**src/rtl/wb_pkg.sv**
```systemverilog
// Shared write-back definitions: default widths, the request record and the
// round-robin pointer advance helper.
package wb_pkg;

   localparam int XLEN     = 32;
   localparam int AW       = 5;
   localparam int WB_CNT_W = 16;

   typedef struct packed {
      logic [AW-1:0]   addr;
      logic [XLEN-1:0] data;
   } wb_req_t;

   // Next priority position after index idx, wrapping at n.
   function automatic int unsigned rr_next(input int unsigned idx, input int unsigned n);
      return (idx + 1 >= n) ? 0 : idx + 1;
   endfunction

endpackage

```
**src/rtl/rr_pick.sv**
```systemverilog
// Combinational round-robin picker: first valid bit at or after ptr_i, wrapping.
// Returns a one-hot grant, its encoded index and whether anything was valid.
module rr_pick #(
   parameter int N = 3,
   localparam int PW = (N > 1) ? $clog2(N) : 1
) (
   input  logic [N-1:0]  valid_i,
   input  logic [PW-1:0] ptr_i,
   output logic [N-1:0]  grant_o,
   output logic [PW-1:0] idx_o,
   output logic          any_o
);

   logic [2*N-1:0] dbl;
   logic [N-1:0]   rot;
   logic [PW-1:0]  pos;
   logic [PW:0]    sum;

   // Rotating a doubled copy puts the ptr position at bit 0.
   assign dbl = {valid_i, valid_i};
   assign rot = N'(dbl >> ptr_i);

   always_comb begin
      pos   = '0;
      any_o = 1'b0;
      for (int k = N - 1; k >= 0; k--) begin
         if (rot[k]) begin
            pos   = PW'(k);
            any_o = 1'b1;
         end
      end
      sum = {1'b0, ptr_i} + {1'b0, pos};
      if (sum >= (PW + 1)'(N)) begin
         sum = sum - (PW + 1)'(N);
      end
      idx_o   = sum[PW-1:0];
      grant_o = any_o ? (N'(1) << idx_o) : '0;
   end

endmodule

```
**src/rtl/wb_port_arbiter.sv**
```systemverilog
// Round-robin arbiter for the register file write port with a registered write stage.
// Define WB_PORT_ARBITER_X0_DROP_EN to swallow writes to register 0 after the handshake.
module wb_port_arbiter #(
   parameter int NUM_REQ = 3,
   parameter int XLEN    = wb_pkg::XLEN,
   parameter int AW      = wb_pkg::AW
) (
   input  logic                          clk,
   input  logic                          reset,
   input  logic                          stall,
   input  logic [NUM_REQ-1:0]            req_valid,
   input  logic [NUM_REQ*AW-1:0]         req_addr,
   input  logic [NUM_REQ*XLEN-1:0]       req_data,
   output logic [NUM_REQ-1:0]            req_ready,
   output logic                          wr_en,
   output logic [AW-1:0]                 wr_addr,
   output logic [XLEN-1:0]               wr_data,
   output logic [wb_pkg::WB_CNT_W-1:0]   wr_count
);

   import wb_pkg::*;

   localparam int PW = $clog2(NUM_REQ);

   typedef struct packed {
      logic [AW-1:0]   addr;
      logic [XLEN-1:0] data;
   } req_t;

   req_t                req_arr [NUM_REQ];
   req_t                win_req;
   logic [NUM_REQ-1:0]  grant;
   logic [PW-1:0]       win_idx;
   logic                win_any;
   logic                open;
   logic                xfer;
   logic                issue;

   logic [PW-1:0]       ptr_q,   ptr_d;
   logic                wr_en_q, wr_en_d;
   logic [AW-1:0]       wr_addr_q, wr_addr_d;
   logic [XLEN-1:0]     wr_data_q, wr_data_d;
   logic [WB_CNT_W-1:0] cnt_q,   cnt_d;

   generate
      for (genvar gi = 0; gi < NUM_REQ; gi++) begin : g_unpack
         assign req_arr[gi] = {req_addr[gi*AW +: AW], req_data[gi*XLEN +: XLEN]};
      end
   endgenerate

   rr_pick #(.N(NUM_REQ)) u_pick (
      .valid_i (req_valid),
      .ptr_i   (ptr_q),
      .grant_o (grant),
      .idx_o   (win_idx),
      .any_o   (win_any)
   );

   // Grants are withheld during stall and while reset is asserted.
   assign open      = reset & ~stall;
   assign req_ready = grant & {NUM_REQ{open}};
   assign xfer      = win_any & open;
   assign win_req   = req_arr[win_idx];

`ifdef WB_PORT_ARBITER_X0_DROP_EN
   assign issue = xfer & (win_req.addr != '0);
`else
   assign issue = xfer;
`endif

   always_comb begin
      ptr_d     = ptr_q;
      wr_en_d   = issue;
      wr_addr_d = wr_addr_q;
      wr_data_d = wr_data_q;
      cnt_d     = cnt_q;
      if (xfer) begin
         ptr_d = PW'(rr_next(32'(win_idx), 32'(NUM_REQ)));
      end
      if (issue) begin
         wr_addr_d = win_req.addr;
         wr_data_d = win_req.data;
      end
      if (wr_en_q && (cnt_q != '1)) begin
         cnt_d = cnt_q + 1'b1;
      end
   end

   always_ff @(posedge clk or negedge reset) begin
      if (!reset) begin
         ptr_q     <= '0;
         wr_en_q   <= 1'b0;
         wr_addr_q <= '0;
         wr_data_q <= '0;
         cnt_q     <= '0;
      end else begin
         ptr_q     <= ptr_d;
         wr_en_q   <= wr_en_d;
         wr_addr_q <= wr_addr_d;
         wr_data_q <= wr_data_d;
         cnt_q     <= cnt_d;
      end
   end

   assign wr_en    = wr_en_q;
   assign wr_addr  = wr_addr_q;
   assign wr_data  = wr_data_q;
   assign wr_count = cnt_q;

endmodule

```
**config.mk**
```make
export PLATFORM = sky130hd
export DESIGN_NAME = wb_port_arbiter
export DESIGN_NICKNAME = d
export VERILOG_FILES = /design/src/rtl/wb_pkg.sv /design/src/rtl/rr_pick.sv /design/src/rtl/wb_port_arbiter.sv
export SDC_FILE = /design/constraint.sdc
export NUM_CORES = 1
export LEC_CHECK = 0
export CAP_MARGIN = 30
export CORE_ASPECT_RATIO = 2
export CORE_UTILIZATION = 39
export CTS_CLUSTER_DIAMETER = 120
export DETAILED_ROUTE_END_ITERATION = 10
export HOLD_SLACK_MARGIN = 0.1
export PLACE_DENSITY = 0.9
export SYNTH_ARGS = -nofsm -noshare
export SYNTH_HDL_FRONTEND = slang
export SYNTH_SLANG_ARGS = --single-unit
export TNS_END_PERCENT = 100
```
**constraint.sdc**
```tcl
create_clock -name clk -period 3.9 [get_ports clk]
set_clock_uncertainty 0.2 [all_clocks]
set_input_delay 0.39 -clock clk [delete_from_list [all_inputs] [get_ports clk]]
set_output_delay 0.39 -clock clk [all_outputs]
set_load 0.005 [all_outputs]
```
== Yosys cells after proc, flatten, opt, wreduce, memory -nomap -nowiden ==
Cells that the tools add are included.
Operators by class
  eq/ne operators: 1
  muxes and demuxes: 12
  shift operators: 2
  bitwise operators: 5
  reduce and logical (&&, ||, !) cells: 1
  magnitude comparators: 3
  add/sub/neg operators: 4
Operators with widths (number)
  $bmux W37 S2: 1
  $mux W37: 2
  $add A16 B1 Y16 const B: 1
  $ne A16 B16 Y1 const B: 1
  $mux W2: 5
  $ge A3 B2 Y1 const B: 2
  $shr A6 B2 Y3: 1
  $add A2 B1 Y3 const B: 1
  $add A2 B2 Y3: 1
  $and A3 B3 Y3: 1
  $ge A3 B3 Y1 const B: 1
  $mux W1: 3
  $mux W3: 1
  $not A2 Y3: 1
  $shl A1 B2 Y3 const A: 1
  $and A1 B1 Y1: 2
  $sub A2 B2 Y2 const B: 1
  $logic_and A1 B1 Y1: 1
  $not A1 Y1: 1
Word-level totals
  output and inout port bits: 57
  input port bits: 117
  word-level logic and storage cells: 33
  register bits after elaboration: 56

== Longest topological paths before layout ==
Gate-level depths: netlist of the first run.
  depth in word-level cells: 11
  gate-level depth with buffers: 15
  mapped depth without buffers: 13

== By module ==
Synthesis of the first run repeated with hierarchy kept, for this count alone.
Unflattened totals
  cells, all modules: 357
  area total of the unflattened synthesis: 3175.5 µm²
Modules (own cells, without submodules)
  wb_port_arbiter: cells an instance 329, seq. area each 1401.3 µm², instances 1, area an instance 2962.8 µm²
  rr_pick: cells an instance 28, seq. area each 0.0 µm², instances 1, area an instance 212.7 µm²

== Least setup slack after synthesis of the first run ==
No wires, ideal clock.
  path type: register to output
  from: register ptr_q[1]
  to: output port req_ready[2]
  data required time: 3310 ps
  arrival: 2945 ps
  setup slack: 365 ps
  cell stages (with the launch flop): 15
  path buffers: 2
  cells stage by stage: dfrtp_1 -> nor2b_1 -> or3_1 -> a21oi_1 -> a31o_2 -> ha_1 -> inv_1 -> fa_1 -> inv_1 -> ha_1 -> or3b_1 -> a21oi_2 -> buf_4 -> buf_8 -> and2_1
On the way
  cells in the longest elaborated chain, start to end: 10
  elaborated cells between the ends (all ways): 14
  classes of those cells: add/sub: 2; order compare: 1; shift: 2; mux: 8; bitwise: 1
RTL lines
  start, declared: line wb_port_arbiter.sv:39  | logic [PW-1:0] ptr_q, ptr_d;
  start signal, assigned: line wb_port_arbiter.sv:97  | ptr_q <= ptr_d;
  $shr A6 B2 Y3: line rr_pick.sv:21  | assign rot = N'(dbl >> ptr_i);
  $mux W2 (3 in a row): line rr_pick.sv:27  | if (rot[k]) begin
  $add A2 B2 Y3: line rr_pick.sv:32  | sum = {1'b0, ptr_i} + {1'b0, pos};
  $ge A3 B2 Y1 or $sub A2 B2 Y2 (tied branches): line rr_pick.sv:33, rr_pick.sv:34
  $mux W2: line rr_pick.sv:33  | if (sum >= (PW + 1)'(N)) begin
  $shl A1 B2 Y3: line rr_pick.sv:37  | grant_o = any_o ? (N'(1) << idx_o) : '0;
  $mux W3 *: line rr_pick.sv:37
  $and A3 B3 Y3 *: line wb_port_arbiter.sv:61  | assign req_ready = grant & {NUM_REQ{open}};
  end, declared: line wb_port_arbiter.sv:14  | output logic [NUM_REQ-1:0] req_ready,
Mark *: on every way between the ends. The rest lies on a longest branch, timed or not.

== Worst setup path after layout of the first run ==
  from: register ptr_q[1]
  to: output port req_ready[0]
The elaborated chain is that of the path after synthesis.

==> run_results.csv, run 1 <==
group,metric,value,unit
setup_path,category_of_the_worst_setup_path_capture_point,"output port",
logic_synthesis,synth-compound-area-share,29.3,%
global_routing,grt_pass1_vias,3208,
logic_synthesis,synth_top_family_by_area,"compound AO/OA/AOI/OAI gates",
final_layout,final_area,5160,µm²
logic_synthesis,synth.yosys.warnings,0,
floorplanning,rows,45,
placement,finalWeightedCongestion,0.892,
clock_network,clkTransAtPathRegs,0.07,ns
setup_path,reg2reg_start,"ptr_q[1]$_DFFE_PN0P_",
clock_network,clock-root-buffer,"clkbuf_16",
final_layout,n_antenna_cell,0,
setup_path,crit_path_max_incr_delay,0.54,ns
clock_network,tritoncts.num_buffers,5,
setup_path,worst_ep_required_time,3.31,ns
final_layout,post_route_cells_drive_above_1_share,15.0,%
min_path,hold_path.class,"in -> async",
clock_network,tritoncts,"built",
status,run_status,"finished, final reports clean",
final_layout,relative_area_change_from_synthesis_to_final_layout,65.4,%
placement,post_dp_cell_area,4930,µm²
floorplanning,core_box_area,7660,µm²
setup_path,number_of_cells_traversed_by_the_worst_register_to_register_path,14,
logic_synthesis,syn_area,3120,µm²
setup_path,crit_path_cell_trace,"nor2b_1 > or3_4 > a21oi_4 > a31o_4 > ha_4 > inv_2 > fa_1 > inv_1 > ha_2 > and3b_2 > mux2_4 > nor2_4 > buf_2",
detailed_routing,viasPerCell,5.66,
floorplanning,dieArea,8380,µm²
logic_synthesis,synth-xor-area-share,3.37,%
final_layout,final_cell_count_no_fill,547,
flow_run,maxCapViolCount,0,
placement,dp.final_hpwl,7260,µm
placement,dpl_worst_slack,-0.351,ns
clock_network,htree_num_levels,2,
detailed_routing,detail_route.wirelength,10100,µm
global_routing,antenna_found_initial,0,
detailed_routing,drcViolationCount,0,
final_layout,filler_cell_count,601,
setup_path,reg2reg_to,"wr_data[19]$_DFFE_PN0P_",
logic_synthesis,postSynthNetCount,398,
clock_network,worstSkewPairLatency,0.30,ns
setup_path,cpMaxStageDelayCell,"fa_1",
setup_path,path_class,"reg -> out",
logic_synthesis,synth_simple_gate_area_share,13.9,%
timing,timing.final.setup_violations,0,
timing,period_needed,3.85,ns
detailed_routing,detailedRoute.firstIterationViolations,224,
timing,number_of_pins_exceeding_their_max_slew_limit_in_the_final_report,0,
setup_path,arrival,3.26,ns
pwr,cellPowerDensity,687,nW/µm²
clock_network,clock_sink_count,56,
global_routing,congestion_overflow_gr,0,
floorplanning,initial_utilization,40.7,%
floorplanning,chipHeight,128,µm
timing,unrepaired_setup_endpoints_after_global_routing,"true",
timing,final.setup.tns,0,ns
logic_synthesis,yosysSeqAreaShare,44.9,%
timing,report.final.hold_viol_count,0,
timing,final.setup.worst_slack,0.0514,ns
placement,io_buffers,173,
pwr,power_leakage,2.07,nW
logic_synthesis,async_reset_ff_share,100,%
logic_synthesis,synth_enable_flop_cells,0,
detailed_routing,drt_pass1_iterations,4,
logic_synthesis,yosys.cell_types.count,47,
logic_synthesis,synth_fa_ha_area_share,1.85,%
global_routing,grt_start_max_net_pins,57,
logic_synthesis,yosys_register_bits,56,
timing,max-slew-margin-rel,49.7,%
setup_path,reg2reg_setup_slack,0.19,ns
setup_path,crit_path_start_kind,"register",
placement,placed_cells,537,
floorplanning,die_wd,65.2,µm
logic_synthesis,synth_flop_cell,"dfrtp_1",
timing,worst_slew_pin_tran,0.754,ns
timing,final_critical_path_share_of_the_clock_period,98.7,%
logic_synthesis,muxShareOfSynthArea,1.16,%
pwr,peak_supply_drop,0.000568,V
timing,hold-worst-slack,0.0929,ns
setup_path,crit_family,"simple AND/OR/NAND/NOR gates",
floorplanning,top_level_ports,174,
detailed_routing,drtAntennaViolNets,0,
pwr,fin_total_pwr,3.54,mW
detailed_routing,via_count,3095,
clock_network,ctsHoldBuffers,0,
clock_network,clockBufferDepth,2,
detailed_routing,per_cell_routed_wire_length,18.4,µm
logic_synthesis,mean_instance_size_in_the_synthesized_netlist,11.3,µm²
final_layout,post_route_utilization,67.4,%
logic_synthesis,post_syn_instances,277,
timing,peak_clock_frequency_supported_by_timing,0.260,GHz
final_layout,nets,573,
global_routing,gr-usage-all-layers,24.4,%
setup_path,worstPathMaxFanout,3,
global_routing,grt_first_pass_wirelength,15700,µm
setup_path,cp_num_buf_inv,3,
## flip-flops by register name, indices dropped and copies added (netlist names)
signal,cells
ptr_q,2
wr_addr,5
wr_count,16
wr_data,32
wr_en,1
## layout make-up
cell class                      count  area (µm²)  area share (%)
Timing Repair Buffer              188        1830            35.4
Clock inverter                      2        38.8           0.752
Sequential cell                    56        1400            27.2
Multi-Input combinational cell    195        1610            31.2
Clock buffer                        6         139            2.69
Tap cell                           94         118            2.28
Inverter                            6        22.5           0.437
## cell usage after synthesis, types with 2 or more instances
cell       instances  area share, %
nand3_1            5           0.80
inv_1              5           0.60
dfrtp_1           56             45
ha_1               3            1.2
buf_8              2           0.96
nor2_1            45            5.4
nand4_2            2           0.80
xnor2_1            5            1.4
buf_6              4            1.4
clkbuf_1           4           0.48
or3_1              2           0.40
buf_4              3           0.72
a221oi_1          17            4.8
o2111ai_1          2           0.56
o21a_1             2           0.48
o211ai_1           2           0.48
nand2_1            8           0.96
a21oi_1            3           0.48
buf_2              7            1.1
o2bb2ai_1         37             10
o21ai_0            2           0.32
nor3_1             5           0.80
nor4_1             2           0.40
nand2b_1           2           0.40
a21o_1             2           0.48
a221oi_2          20            9.6
and2_1             2           0.40
nor2b_1            2           0.40
xor2_1             7            2.0
nand4_1            2           0.40
## how the worst max path moves through the flow
| stage | startpoint | to | slack [ns] | cells past startpoint |
|---|---|---|---|---|
| floorplan | ptr_q[1]$_DFFE_PN0P_ | req_ready[2] | 0.36 | 14 |
| global placement | req_valid[0] | req_ready[0] | -0.25 | 13 |
| detailed placement | req_valid[0] | req_ready[0] | -0.35 | 13 |
| CTS | ptr_q[1]$_DFFE_PN0P_ | req_ready[2] | 0.003 | 13 |
| global route | ptr_q[1]$_DFFE_PN0P_ | req_ready[0] | -0.06 | 13 |
| finish | ptr_q[1]$_DFFE_PN0P_ | req_ready[0] | 0.05 | 13 |
## cells in the final DEF (no fill, tap or decap), drive strengths merged, types with 3 or more instances in the layout
cell	count
nor3	5
ha	3
a21oi	4
dfrtp	56
clkbuf	8
nand2	8
a221oi	37
inv	6
clkdlybuf4s50	169
nor4	3
o2bb2ai	37
nand4	5
nand3	5
xor2	7
xnor2	5
nor2	46
buf	17
## per-layer routing
layer / vias to the layer above / track usage (%) / part of all wire, %
li1: 1421 / - / -
met3: 18 / 4.70 / 5.1
met1: 1518 / 24.9 / 35
met4: 0 / 10.5 / 2.5
met2: 138 / 46.5 / 57
met5: - / 0 / 0
## worst register-to-register path: cells and delay by family, from the launching register on
kind	cells	cell delay, ns
buffers and inverters	3	0.41
AOI/OAI and AO/OA	5	1.03
adders and majority gates	3	0.78
and+or+nand+nor	3	0.75
DFF	1	0.42
## where the power goes
part	switching, mW	internal (mW)
sequential	0.160	0.814
clock	0.217	0.322
combinational	1.02	1.00
## kinds of logic (layout without fill, tap and decap cells)
group,Yosys count,after routing
buf+inv,26,202
xor+xnor,12,12
flops,56,56
mux,3,3
simple gates,85,85
compound gates,91,91
fa+ha+maj,4,4
## repair_timing
item	4_1_cts	5_1_grt
setup buffers	0	2
cloned	0	0
gates resized for setup	11	12
endpoints found under the setup margin	3	13
pin swaps	1	4
Note: power is estimated with default switching activity, not from simulation.
==> run 2, diff against run 1 <==
--- a/config.mk
+++ b/config.mk
@@ -7,6 +7,7 @@
 export LEC_CHECK = 0
 export CAP_MARGIN = 30
 export CORE_ASPECT_RATIO = 2
+export CORE_MARGIN = 3
 export CORE_UTILIZATION = 39
 export CTS_CLUSTER_DIAMETER = 120
 export DETAILED_ROUTE_END_ITERATION = 10
==> run 2 against run 1 <==
- final area up 0.78%
- largest cell class unchanged
- critical endpoint unchanged
- core utilization up 0.52 points
- global-route usage down 1.6 points
- largest power group unchanged
- first-iteration DRC count down 1.3%
- critical path depth unchanged
- highest routed layer unchanged
- maximum frequency up 0.39%
- sequential share of layout area down 0.21 points
==> run_results.csv, run 2 (synthesis results as in run 1) <==
group,metric,value,unit
global_routing,grt_first_pass_wirelength,16600,µm
clock_network,worstSkewPairLatency,0.30,ns
global_routing,met1_track_demand_over_resource_in_global_routing,21.8,%
timing,report.final.hold_viol_count,0,
setup_path,worst_ep_required_time,3.31,ns
final_layout,multi_input_area,1610,µm²
detailed_routing,detail_route.wirelength,10600,µm
floorplanning,initial_utilization,40.7,%
detailed_routing,drtAntennaViolNets,0,
floorplanning,dieArea,9170,µm²
setup_path,setup.worst_path.start,"ptr_q[1]$_DFFE_PN0P_",
placement,dp.final_hpwl,7800,µm
timing,period_needed,3.83,ns
final_layout,relative_area_change_from_synthesis_to_final_layout,66.7,%
setup_path,reg2reg_to,"wr_data[0]$_DFFE_PN0P_",
final_layout,post_route_cells_drive_above_1_share,15.7,%
setup_path,category_of_the_worst_setup_path_capture_point,"output port",
placement,post_dp_cell_area,4940,µm²
timing,number_of_pins_exceeding_their_max_slew_limit_in_the_final_report,0,
setup_path,reg2reg_setup_slack,0.15,ns
pwr,power_leakage,2.10,nW
setup_path,reg2reg_start,"ptr_q[1]$_DFFE_PN0P_",
timing,max-slew-margin-rel,50.5,%
placement,io_buffers,173,
clock_network,tritoncts,"built",
clock_network,tritoncts.num_buffers,5,
global_routing,busiest_layer,"met2",
min_path,hold_path.class,"in -> async",
setup_path,worstPathMaxFanout,3,
global_routing,global_routing_usage_on_met3,4.87,%
global_routing,grt_pass1_vias,3304,
final_layout,final_area,5200,µm²
clock_network,clockBufferDepth,2,
setup_path,number_of_cells_traversed_by_the_worst_register_to_register_path,14,
global_routing,grt.met2_usage,45.1,%
detailed_routing,via_count,3132,
final_layout,filler_cell_count,596,
floorplanning,top_level_ports,174,
clock_network,ctsHoldBuffers,0,
timing,unrepaired_setup_endpoints_after_global_routing,"true",
final_layout,regArea,1400,µm²
flow_run,maxCapViolCount,0,
setup_path,path_class,"reg -> out",
final_layout,final_cell_mix,"clkdlybuf4s50_1, dfrtp_1, nor2_1",
global_routing,gr-usage-all-layers,22.9,%
status,run_status,"finished, final reports clean",
placement,finalWeightedCongestion,0.835,
floorplanning,core_box_area,7660,µm²
setup_path,worst_setup_path_endpoint,"req_ready[0]",
global_routing,grt_start_max_net_pins,57,
clock_network,clock-root-buffer,"clkbuf_16",
detailed_routing,drcViolationCount,0,
final_layout,layout_commonest_cell,"clkdlybuf4s50_1",
pwr,peak_supply_drop,0.000551,V
global_routing,antenna_found_initial,0,
clock_network,htree_num_levels,2,
global_routing,congestion_overflow_gr,0,
setup_path,crit_path_cell_trace,"nor2b_2 > or3_4 > a21oi_2 > a31o_2 > ha_4 > inv_2 > fa_1 > inv_1 > ha_2 > and3b_2 > mux2_4 > nor2_4 > buf_6",
timing,worst_slew_pin_tran,0.741,ns
timing,final_critical_path_share_of_the_clock_period,98.3,%
final_layout,largest_register_ffs,32,
detailed_routing,viasPerCell,5.73,
detailed_routing,detailedRoute.firstIterationViolations,221,
timing,timing.final.setup_violations,0,
clock_network,clock_sink_count,56,
clock_network,clkTransAtPathRegs,0.07,ns
final_layout,nets,574,
timing,final.setup.tns,0,ns
final_layout,n_antenna_cell,0,
setup_path,crit_path_max_incr_delay,0.55,ns
setup_path,arrival,3.24,ns
setup_path,crit_path_start_kind,"register",
floorplanning,chipHeight,132,µm
setup_path,cpMaxStageDelayCell,"fa_1",
floorplanning,rows,45,
timing,peak_clock_frequency_supported_by_timing,0.261,GHz
pwr,cellPowerDensity,708,nW/µm²
detailed_routing,per_cell_routed_wire_length,19.5,µm
floorplanning,die_wd,69.2,µm
detailed_routing,drt_pass1_iterations,4,
## run 2: cell count changes in the layout (fill, tap and decap cells not counted), sizes merged
cell,delta
bufinv,+1
clkdlybuf4s50,-1
dlymetal6s2s,+1
buf,+2
clkbuf,-2
clkinv,-1
## run 2: critical path, delay by kind of cell (launching register included)
kind / cells / cell delay (ns)
DFF: 1 / 0.38
AOI/OAI and AO/OA: 2 / 0.25
muxes: 1 / 0.33
buffers and inverters: 3 / 0.20
and+or+nand+nor: 4 / 0.92
adders and majority gates: 3 / 0.87
## run 2: area by class of cell
type                    count  area share, %
clock buffers               5           2.41
clock inverters             2           1.16
inverters                   6          0.433
multi-input cells         195           31.1
flip-flops and latches     56           27.0
well taps                  94           2.26
repair buffers            189           35.7
## run 2: through the flow
step	hold slack (ns)	total power, mW	util [%]	std cells	setup slack (ns)
CTS	0.144	3.61	67.1	545	0.0136
finish	0.106	3.68	67.9	547	0.0665
global placement	0.317	2.93	64.5	537	-0.275
detailed placement	0.331	3.01	64.5	537	-0.383
global route	0.183	3.90	67.9	547	-0.0679
floorplan	-0.106	2.13	-	277	0.365
## run 2: repair_timing
item,in CTS,in global routing
pin swaps,0,4
setup endpoints to repair,3,13
resized for setup,12,16
buffers inserted,1,2
## run 2: power breakdown
part / internal, mW / total, mW / switching [mW]
registers: 0.814 / 0.971 / 0.157
clock network: 0.365 / 0.571 / 0.207
logic: 1.06 / 2.14 / 1.08
total: 2.24 / 3.68 / 1.44
## run 2: worst min path at each step
stage	from	endpoint	depth (start not counted)
after detailed placement	wr_data[24]$_DFFE_PN0P_	wr_data[24]$_DFFE_PN0P_	2
after floorplan	reset	ptr_q[0]$_DFFE_PN0P_	0
after CTS	reset	wr_data[11]$_DFFE_PN0P_	2
after global routing	reset	wr_count[4]$_DFFE_PN0P_	2
final	reset	ptr_q[1]$_DFFE_PN0P_	2
after global placement	wr_count[9]$_DFFE_PN0P_	wr_count[9]$_DFFE_PN0P_	1
## run 2: layer usage
layer	part of all wire, %	vias to the layer above	routed length, µm
met5	0	-	0
met1	32	1539	3430
li1	-	1424	-
met4	3.8	0	404
met2	58	141	6220
met3	5.5	28	589
